<file path="config.mk">
export PLATFORM = sky130hd
export DESIGN_NAME = life_step_ctrl
export DESIGN_NICKNAME = d
export VERILOG_FILES = /design/src/rtl/life_pkg.sv /design/src/rtl/life_row_next.sv /design/src/rtl/life_step_ctrl.sv
export SDC_FILE = /design/constraint.sdc
export NUM_CORES = 1
export LEC_CHECK = 0
export ABC_AREA = 1
export ABC_CLOCK_PERIOD_IN_PS = 4800
export BUFFER_PORTS_ARGS = -buffer_cell sky130_fd_sc_hd__buf_4
export CAP_MARGIN = 0
export CORE_UTILIZATION = 40
export CTS_BUF_LIST = sky130_fd_sc_hd__clkbuf_8
export DETAILED_ROUTE_END_ITERATION = 8
export SETUP_SLACK_MARGIN = 0.02
export SLEW_MARGIN = 20
export SYNTH_ARGS = -nofsm -noshare
export SYNTH_HDL_FRONTEND = slang
export SYNTH_HIERARCHICAL = 1
export SYNTH_SLANG_ARGS = --single-unit
</file>
<file path="constraint.sdc">
create_clock -name clk -period 4.8 [get_ports clk]
set_input_delay 0.96 -clock clk [delete_from_list [all_inputs] [get_ports clk]]
set_output_delay 0.96 -clock clk [all_outputs]
set_load 0.05 [all_outputs]
</file>
<file path="src/rtl/life_pkg.sv">
// Shared types and constants for the Life board step sequencer.
package life_pkg;

  localparam int unsigned ROWS = 8;
  localparam int unsigned COLS = 8;

  typedef enum logic [1:0] {
    IDLE  = 2'd0,
    WRITE = 2'd1,
    DONE  = 2'd2
  } state_t;

  // Flat board bit index of row r, column c (8*r + c).
  function automatic logic [5:0] cell_idx(input logic [2:0] r, input logic [2:0] c);
    return {r, c};
  endfunction

endpackage

</file>
<file path="src/rtl/life_row_next.sv">
// Next-generation value of one board row from its two vertical neighbours.
module life_row_next
  import life_pkg::*;
(
  input  logic [COLS-1:0] prev_row,
  input  logic [COLS-1:0] cur_row,
  input  logic [COLS-1:0] next_row,
  input  logic            wrap,
  output logic [COLS-1:0] row_out
);

  logic [2:0] cc;
  logic [2:0] lc;
  logic [2:0] rc;
  logic       le;
  logic       re;
  logic [3:0] n;

  // Missing rows arrive as zero; missing columns are masked by le/re.
  always_comb begin
    row_out = '0;
    cc      = '0;
    lc      = '0;
    rc      = '0;
    le      = 1'b0;
    re      = 1'b0;
    n       = '0;
    for (int c = 0; c < int'(COLS); c++) begin
      cc = 3'(c);
      lc = cc - 3'd1;
      rc = cc + 3'd1;
      le = wrap || (cc != 3'd0);
      re = wrap || (cc != 3'(COLS - 1));
      n  = 4'(prev_row[lc] & le) + 4'(prev_row[cc]) + 4'(prev_row[rc] & re)
         + 4'(cur_row[lc] & le)                     + 4'(cur_row[rc] & re)
         + 4'(next_row[lc] & le) + 4'(next_row[cc]) + 4'(next_row[rc] & re);
      row_out[cc] = (n == 4'd3) || (cur_row[cc] && (n == 4'd2));
    end
  end

endmodule

</file>
<file path="src/rtl/life_step_ctrl.sv">
// Arbitrates the board row-write port between user writes and Life generation steps.
module life_step_ctrl
  import life_pkg::*;
#(
  parameter int unsigned PERIOD_W = 24,
  parameter int unsigned GEN_W    = 16
) (
  input  logic                 clk,
  input  logic                 reset,
  input  logic [63:0]          cells,
  input  logic                 user_valid,
  input  logic [2:0]           user_row,
  input  logic [7:0]           user_val,
  output logic                 user_ready,
  input  logic                 step,
  input  logic                 run,
  input  logic [PERIOD_W-1:0]  period,
  input  logic                 wrap,
  output logic                 load_r,
  output logic [2:0]           r_select,
  output logic [7:0]           r_val,
  output logic                 busy,
  output logic                 gen_done,
  output logic [GEN_W-1:0]     gen_count
);

  state_t               state;
  logic [ROWS*COLS-1:0] snap;
  logic                 wrap_q;
  logic                 pending;
  logic [PERIOD_W-1:0]  per_cnt;

  logic [ROWS*COLS-1:0] board_c;
  logic                 wrap_c;
  logic [2:0]           idx_c;
  logic [2:0]           prev_idx_c;
  logic [2:0]           next_idx_c;
  logic [COLS-1:0]      prev_row_c;
  logic [COLS-1:0]      cur_row_c;
  logic [COLS-1:0]      next_row_c;
  logic [COLS-1:0]      row_next_c;
  logic [PERIOD_W-1:0]  per_last_c;
  logic                 auto_c;
  logic                 trigger_c;
  logic                 user_acc_c;
  logic                 step_acc_c;

  // Row 0 is computed straight from cells on acceptance; later rows from the snapshot.
  always_comb begin
    board_c = snap;
    wrap_c  = wrap_q;
    idx_c   = r_select + 3'd1;
    if (state == IDLE) begin
      board_c = cells;
      wrap_c  = wrap;
      idx_c   = 3'd0;
    end
    prev_idx_c = idx_c - 3'd1;
    next_idx_c = idx_c + 3'd1;
    cur_row_c  = board_c[cell_idx(idx_c, 3'd0) +: COLS];
    prev_row_c = '0;
    next_row_c = '0;
    if (wrap_c || (idx_c != 3'd0))
      prev_row_c = board_c[cell_idx(prev_idx_c, 3'd0) +: COLS];
    if (wrap_c || (idx_c != 3'(ROWS - 1)))
      next_row_c = board_c[cell_idx(next_idx_c, 3'd0) +: COLS];
  end

  life_row_next u_row_next (
    .prev_row (prev_row_c),
    .cur_row  (cur_row_c),
    .next_row (next_row_c),
    .wrap     (wrap_c),
    .row_out  (row_next_c)
  );

  // A step waits while a user write is in flight so the snapshot sees it.
  always_comb begin
    per_last_c = (period == '0) ? '0 : period - PERIOD_W'(1);
    auto_c     = run && (per_cnt >= per_last_c);
    trigger_c  = step || pending || auto_c;
    user_acc_c = (state == IDLE) && user_valid && user_ready;
    step_acc_c = (state == IDLE) && trigger_c && !user_acc_c && !load_r;
  end

  always_ff @(posedge clk) begin
    if (reset) begin
      state      <= IDLE;
      load_r     <= 1'b0;
      r_select   <= '0;
      r_val      <= '0;
      user_ready <= 1'b0;
      busy       <= 1'b0;
      gen_done   <= 1'b0;
      gen_count  <= '0;
      pending    <= 1'b0;
      per_cnt    <= '0;
      snap       <= '0;
      wrap_q     <= 1'b0;
    end else begin
      load_r   <= 1'b0;
      gen_done <= 1'b0;
      per_cnt  <= '0;
      case (state)
        IDLE: begin
          user_ready <= 1'b1;
          if (run && !step_acc_c)
            per_cnt <= per_cnt + PERIOD_W'(1);
          if (step_acc_c) begin
            snap       <= cells;
            wrap_q     <= wrap;
            pending    <= 1'b0;
            state      <= WRITE;
            user_ready <= 1'b0;
            busy       <= 1'b1;
            load_r     <= 1'b1;
            r_select   <= 3'd0;
            r_val      <= row_next_c;
          end else begin
            if (trigger_c)
              pending <= 1'b1;
            if (user_acc_c) begin
              load_r   <= 1'b1;
              r_select <= user_row;
              r_val    <= user_val;
            end
          end
        end
        WRITE: begin
          if (step)
            pending <= 1'b1;
          if (r_select == 3'(ROWS - 1)) begin
            state     <= DONE;
            busy      <= 1'b0;
            gen_done  <= 1'b1;
            gen_count <= gen_count + GEN_W'(1);
          end else begin
            load_r   <= 1'b1;
            r_select <= r_select + 3'd1;
            r_val    <= row_next_c;
          end
        end
        DONE: begin
          if (step)
            pending <= 1'b1;
          state      <= IDLE;
          user_ready <= 1'b1;
        end
        default: state <= IDLE;
      endcase
    end
  end

endmodule

</file>
Yosys cells after proc, flatten, opt, wreduce, memory -nomap -nowiden --
Index checks and enable logic that the tools add are counted.
Word-level totals: output and inout port bits 31, input bits 105, register bits 123
Operators by class: add/sub/neg operators 62, equal/unequal tests 26, reduce and logical (&&, ||, !) cells 45, muxes and demuxes 31, $lt $le $gt $ge 1, bitwise operators 9, shift-type cells 3
Operators with widths (number):
- indexed part select 64 x 7 -> 8 bit | 3
- adder 4 x 1 -> 4 bit | 44
- == test 4 x 2 -> 1 bit, second input constant | 16
- two-way mux 64 bit | 1
- two-way mux 8 bit | 5
- adder 24 x 1 -> 24 bit, second input constant | 1
- >= comparator 24 bit | 1
- zero test 24 bit | 1
- two-way mux 24 bit | 1
- subtractor 24 x 1 -> 24 bit, second input constant | 1
- adder 16 x 1 -> 16 bit, second input constant | 1
- one-hot mux 8 bit (2 select lines) | 1
- logical AND 1 bit | 15
- adder 1 x 1 -> 2 bit | 7
- adder 4 bit | 3
- logical OR 1 bit | 12
- two-way mux 3 bit | 4
- two-way mux 1 bit | 11
- inequality test 3 bit, second input constant | 3
- AND reduction 3 bit | 3
- one-hot mux 1 bit (2 select lines) | 4
- adder 3 x 1 -> 3 bit, second input constant | 2
- bitwise AND 1 bit | 6
- inequality test 2 bit, second input constant | 3
- other kinds (18) | 28

Longest topological paths before layout --
word-level depth 18, depth in mapped cells 30, mapped depth without buffers 28

Hierarchy --
Netlist, hierarchy kept.
Modules (own cells, without submodules):
- life_step_ctrl | sequential area each 2462.4 um^2, cells an instance 1229, instances 1, area an instance 7998.9 um^2
- life_row_next | sequential area each 0.0 um^2, cells an instance 188, instances 1, area an instance 1468.9 um^2

Worst setup path after synthesis --
OpenSTA, ideal clock, no wires.
kind register -> register, start reg r_select[0], end reg r_val[5], cell stages (with the launch flop) 23, data arrival time 5246 ps, period minus slack after synthesis 5310 ps, slack -510 ps, setup time 64 ps, path buffers 3, cells stage by stage dfxtp_1 > ha_1 > nand2_1 > clkbuf_1 > ha_1 > clkbuf_1 > inv_1 > clkbuf_1 > o211ai_1 > a21oi_1 > inv_1 > fa_1 > fa_1 > fa_1 > inv_1 > ha_1 > fa_1 > nand3_1 > a21oi_1 > nand2_1 > nand2_1 > nor2_1 > nor2_1
Between the ends: cells in the longest elaborated chain, start to end 17
Ends and longest elaborated chain:
- start, declared | line life_step_ctrl.sv:20 | output logic [2:0] r_select,
- start signal, assigned | line life_step_ctrl.sv:124 | r_select <= user_row;
- start signal, assigned | line life_step_ctrl.sv:139 | r_select <= r_select + 3'd1;
- adder 3 x 1 -> 3 bit * | line life_step_ctrl.sv:52 | idx_c = r_select + 3'd1;
- two-way mux 3 bit * | line life_step_ctrl.sv:53 | if (state == IDLE) begin
- subtractor 3 x 1 -> 3 bit / nonzero test 3 bit (equally long branches) | line life_step_ctrl.sv:58, life_step_ctrl.sv:63
- indexed part select 64 x 7 -> 8 bit / logical OR 1 bit (equally long branches) | line life_step_ctrl.sv:64, life_step_ctrl.sv:63
- two-way mux 8 bit * | line life_step_ctrl.sv:63 | if (wrap_c || (idx_c != 3'd0))
- via prev_row_c[4] | line life_step_ctrl.sv:38 | logic [COLS-1:0] prev_row_c;
- adder 1 x 1 -> 2 bit * | line life_row_next.sv:34 | n = 4'(prev_row[lc] & le) + 4'(prev_row[cc]) + 4'(prev_row[rc] & re)
- adder 4 x 1 -> 4 bit * | line life_row_next.sv:34
- adder 4 x 1 -> 4 bit * (2 in a row) | line life_row_next.sv:35 | + 4'(cur_row[lc] & le) + 4'(cur_row[rc] & re)
- adder 4 x 1 -> 4 bit * (3 in a row) | line life_row_next.sv:36 | + 4'(next_row[lc] & le) + 4'(next_row[cc]) + 4'(next_row[rc] & re);
- == test 4 x 2 -> 1 bit | line life_row_next.sv:37 | row_out[cc] = (n == 4'd3) || (cur_row[cc] && (n == 4'd2));
- logical AND 1 bit | line life_row_next.sv:37
- logical OR 1 bit * | line life_row_next.sv:37
- via row_next_c[5] | line life_step_ctrl.sv:41 | logic [COLS-1:0] row_next_c;
- two-way mux 8 bit (on tied branches) | line life_step_ctrl.sv:132, life_step_ctrl.sv:109
- one-hot mux 8 bit (2 select lines) * | line life_step_ctrl.sv:104 | case (state)
- end signal, assigned | line life_step_ctrl.sv:118 | r_val <= row_next_c;
- end signal, assigned | line life_step_ctrl.sv:125 | r_val <= user_val;
- end signal, assigned | line life_step_ctrl.sv:140 | r_val <= row_next_c;
- end, declared | line life_step_ctrl.sv:21 | output logic [7:0] r_val,
Mark *: on every way through the listed nets, which the timed path passes. The rest lies on a longest branch. The select of a mux whose other input is x is not followed. A chain may end at the register's enable or synchronous reset.

Worst setup path after layout --
start reg state[0], end reg r_val[5]
Between the ends: cells in the longest elaborated chain, start to end 17
Ends and longest elaborated chain:
- start, declared | line life_step_ctrl.sv:27 | state_t state;
- start signal, assigned | line life_step_ctrl.sv:88 | state <= IDLE;
- start signal, assigned | line life_step_ctrl.sv:113 | state <= WRITE;
- start signal, assigned | line life_step_ctrl.sv:133 | state <= DONE;
- zero test 2 bit * | line life_step_ctrl.sv:53
- two-way mux 3 bit | line life_step_ctrl.sv:53
- subtractor 3 x 1 -> 3 bit / nonzero test 3 bit (equally long branches) | line life_step_ctrl.sv:58, life_step_ctrl.sv:63
- indexed part select 64 x 7 -> 8 bit / logical OR 1 bit (equally long branches) | line life_step_ctrl.sv:64, life_step_ctrl.sv:63
- two-way mux 8 bit * | line life_step_ctrl.sv:63
- via prev_row_c[5] | line life_step_ctrl.sv:38
- adder 1 x 1 -> 2 bit * | line life_row_next.sv:34
- adder 4 x 1 -> 4 bit * | line life_row_next.sv:34
- adder 4 x 1 -> 4 bit * (2 in a row) | line life_row_next.sv:35
- adder 4 x 1 -> 4 bit * (3 in a row) | line life_row_next.sv:36
- == test 4 x 2 -> 1 bit | line life_row_next.sv:37
- logical AND 1 bit | line life_row_next.sv:37
- logical OR 1 bit * | line life_row_next.sv:37
- via row_next_c[5] | line life_step_ctrl.sv:41
- two-way mux 8 bit (on tied branches) | line life_step_ctrl.sv:132, life_step_ctrl.sv:109
- one-hot mux 8 bit (2 select lines) * | line life_step_ctrl.sv:104
Marks and branches as above.

==> out/qor.csv <==
stage,metric,value,unit
clock_tree,total CTS buffers,17,
route,vias per inst,5.11,
sta,Hold Fails Final Rpt,0,
sta,endpoints failing setup,0,
critical_path,CP max-delay cell,fa_1,
layout,post-route cell area,11900,um^2
clock_tree,Max Root-Sink Buffers,2,
grt,first-pass GRT wire length,46100,um
die,Die H,156,um
route,total wire length,28800,um
layout,diode count,0,
critical_path,reg2reg setup slack,130,ps
logic_synthesis,number of warnings issued by yosys,6,
die,core area,22900,um^2
route,Residual DRC,0,
layout,"commonest cells after routing, fill and taps aside","270 x nor2_1, 246 x nand2_1, 193 x buf_4, 161 x inv_1, 118 x dfxtp_1",
logic_synthesis,number of flops mapped to enable cells by yosys,0,
placement,Placed Area,11100,um^2
route,Initial DRC Count,718,
critical_path,kind of critical path,flip-flop to flip-flop,
sta,minimum clock period,4670,ps
logic_synthesis,Unique masters post-synth,48,
job,# Max-Cap Violations,0,
route,drt first pass iters,6,
sta,Final Hold Slack,483,ps
critical_path,Critical Path Sink Type,flip-flop,
logic_synthesis,Cells after Synth,1417,
clock_tree,root buffer cell,clkbuf_8,
placement,post-place setup slack,-11.5,ps
clock_tree,CTS sink cnt,123,
sta,setup ws final,128,ps
layout,final core area utilization,0.519,
critical_path,Critical Path RT,5200,ps
critical_path,reg2reg end,r_val[5],
grt,vias in the first global route,8785,
layout,fill cell count,2308,
die,die width,156,um
sta,worst slew pin tran,599,ps
sta,Max transition margin,0.601,
route,DR vias,9724,
critical_path,CP max stage delay,550,ps
sta,clk_skew,16.7,ps
grt,gr ovfl total,0,
die,Die ar.,24300,um^2
critical_path,Worst Path Arrival,5070,ps
logic_synthesis,"flops & latches, synth",123,
logic_synthesis,syn_nets,1616,
critical_path,Worst Path Max Fanout,31,
die,# IOs,136,
route,Detail Route Antenna Nets,0,
logic_synthesis,Post-Syn Area,9470,um^2
logic_synthesis,syn_area_per_cell,6.68,um^2
critical_path,cell breakdown of the critical path,inv_2 -> ha_4 -> buf_12 -> buf_12 -> nor2_1 -> nand2_1 -> o221ai_1 -> o21ai_0 -> o22ai_1 -> nor2_1 -> inv_2 -> fa_1 -> fa_1 -> fa_1 -> inv_1 -> ha_2 -> fa_2 -> nand3_1 -> a21oi_1 -> nand2_1 -> nand2_1 -> nor2_1 -> nor2_1,
hold_path,worst hold endpoint,per_cnt[0],
placement,DP Wirelength,21600,um
clock_tree,CTS tree,built,
clock_tree,Clock transition at path regs,90,ps
layout,NumNets Final,1776,
die,Initial Util,0.413,
placement,global placement routability congestion,0.909,
logic_synthesis,sequential fraction of the synthesis area,0.260,
critical_path,most frequent CP cell,nor2_1,
hold_path,Hold Path Class,flip-flop to flip-flop,
layout,synthesis-to-layout area growth,25.7,%
hold_path,start point of the worst hold path,per_cnt[0],
grt,Tot GR Track Use,0.240,
grt,largest net degree at the start of global routing,66,
layout,"most common cell after layout, fill and taps aside",nor2_1,
die,row cnt,55,
critical_path,FF-to-FF Start,state[0],
status,status,"finished, final reports clean",
critical_path,r2r worst-path depth,23,
placement,Port Buffers,135,
sta,Max Slew Vio Count,0,
critical_path,crit path launch type,flip-flop,
logic_synthesis,Post-synth top flop,dfxtp_1,
clock_tree,CTS Hold Bufs,0,
sta,f_max,214,MHz
hold_path,hold path depth,1,
clock_tree,H-tree depth,4,
sta,RSZ-0062 raised after global routing,true,
route,drt wl/cell,15.1,um
sta,final period utilization,0.973,
grt,initial antenna violation count,0,
layout,layout cells sized above 1,0.206,
logic_synthesis,ys async rst share,0,
clock_tree,worst skew pair latency,460,ps
## cells by family after synthesis
group,count (synthesis),share of synthesized area
AOI/OAI and AO/OA,272,0.169
xor gates and xnor gates,24,0.0222
adders and majority gates,94,0.150
buffers and inverters,243,0.103
DFF,123,0.260
and+or+nand+nor,661,0.296
## flip-flops by register name, indices dropped and copies added, names as in the netlist
name and flops:
busy 1, gen_count 16, gen_done 1, load_r 1
pending 1, per_cnt 24, r_select 3, r_val 8
snap 64, state 2, user_ready 1, wrap_q 1
## routing by layer
layer / up-vias / share of wire / GRT usage
met3: 33 / 0.066 / 0.0444
met4: 0 / 0.019 / 0.0728
li1: 4962 / - / -
met1: 4435 / 0.48 / 0.351
met2: 294 / 0.43 / 0.356
met5: - / 0 / 0
## critical path: cells and delay by family (launching register included)
family,cells,cell delay (ps)
adder cells (fa/ha/maj),6,2320
AO/OA/AOI/OAI,4,730
AND/OR/NAND/NOR,8,700
buffers and inverters,5,500
flip-flops,1,330
## per-stage QoR
stage               cells  setup TNS, ps
finish               1903              0
global route         1903           -277
floorplan            1417              0
CTS                  1893              0
global placement     1853              0
detailed placement   1853          -11.5
## layout make-up
cell class / count / area, um^2 / share of cell area
Clock buffer: 17 / 234 / 0.0197
Clock inverter: 15 / 209 / 0.0176
Inverter: 180 / 686 / 0.0576
Multi-Input combinational cell: 1051 / 6270 / 0.527
Sequential cell: 123 / 2470 / 0.208
Tap cell: 313 / 392 / 0.0329
Timing Repair Buffer: 204 / 1640 / 0.138
## worst max path at each step
stage	startpoint	end	slack (ps)	depth (start not counted)
after floorplan	state[0]	r_val[5]	6	25
after global placement	r_select[0]	r_val[7]	40	22
after detailed placement	r_select[0]	r_val[5]	-10	22
after CTS	state[0]	r_val[4]	30	24
after global routing	state[0]	r_val[2]	-100	25
final	state[0]	r_val[5]	130	23
## synth_stat cells (2+ instances only)
library cell  count  share of area
buf_6             5         0.0059
nand3_1          68          0.036
or2_2             6         0.0040
xnor2_1           8         0.0074
o221ai_1         36          0.033
nand3_2           4         0.0042
nor2_1          272           0.11
o21ai_0         118          0.062
o211ai_1          9         0.0071
buf_1             5         0.0020
nand4_1           9         0.0059
nor2_2            5         0.0033
o21bai_1          5         0.0040
nand2_1         249          0.099
nor3b_1           5         0.0040
dfxtp_1         123           0.26
buf_2            15         0.0079
clkbuf_1         37          0.015
inv_2             4         0.0016
nand2_2           4         0.0026
o22ai_1          12         0.0079
nor4_1            8         0.0053
nor3_1           20          0.011
a31oi_1           8         0.0053
nor3_2            2         0.0021
a22o_1            3         0.0028
ha_1             62          0.082
a221oi_1          4         0.0037
nor2_4            2         0.0024
xor2_1           16          0.015
fa_1             32          0.068
inv_1           175          0.069
a21oi_1          71          0.038
## timing repair
action,4_1_cts,5_1_grt
gates resized for setup,8,56
endpoints found under the setup margin,4,7
setup buffers,8,10
pin swaps,4,18
Power is not shown: default switching activity piles up to over one toggle a cycle in this logic, so the estimate is an artifact.
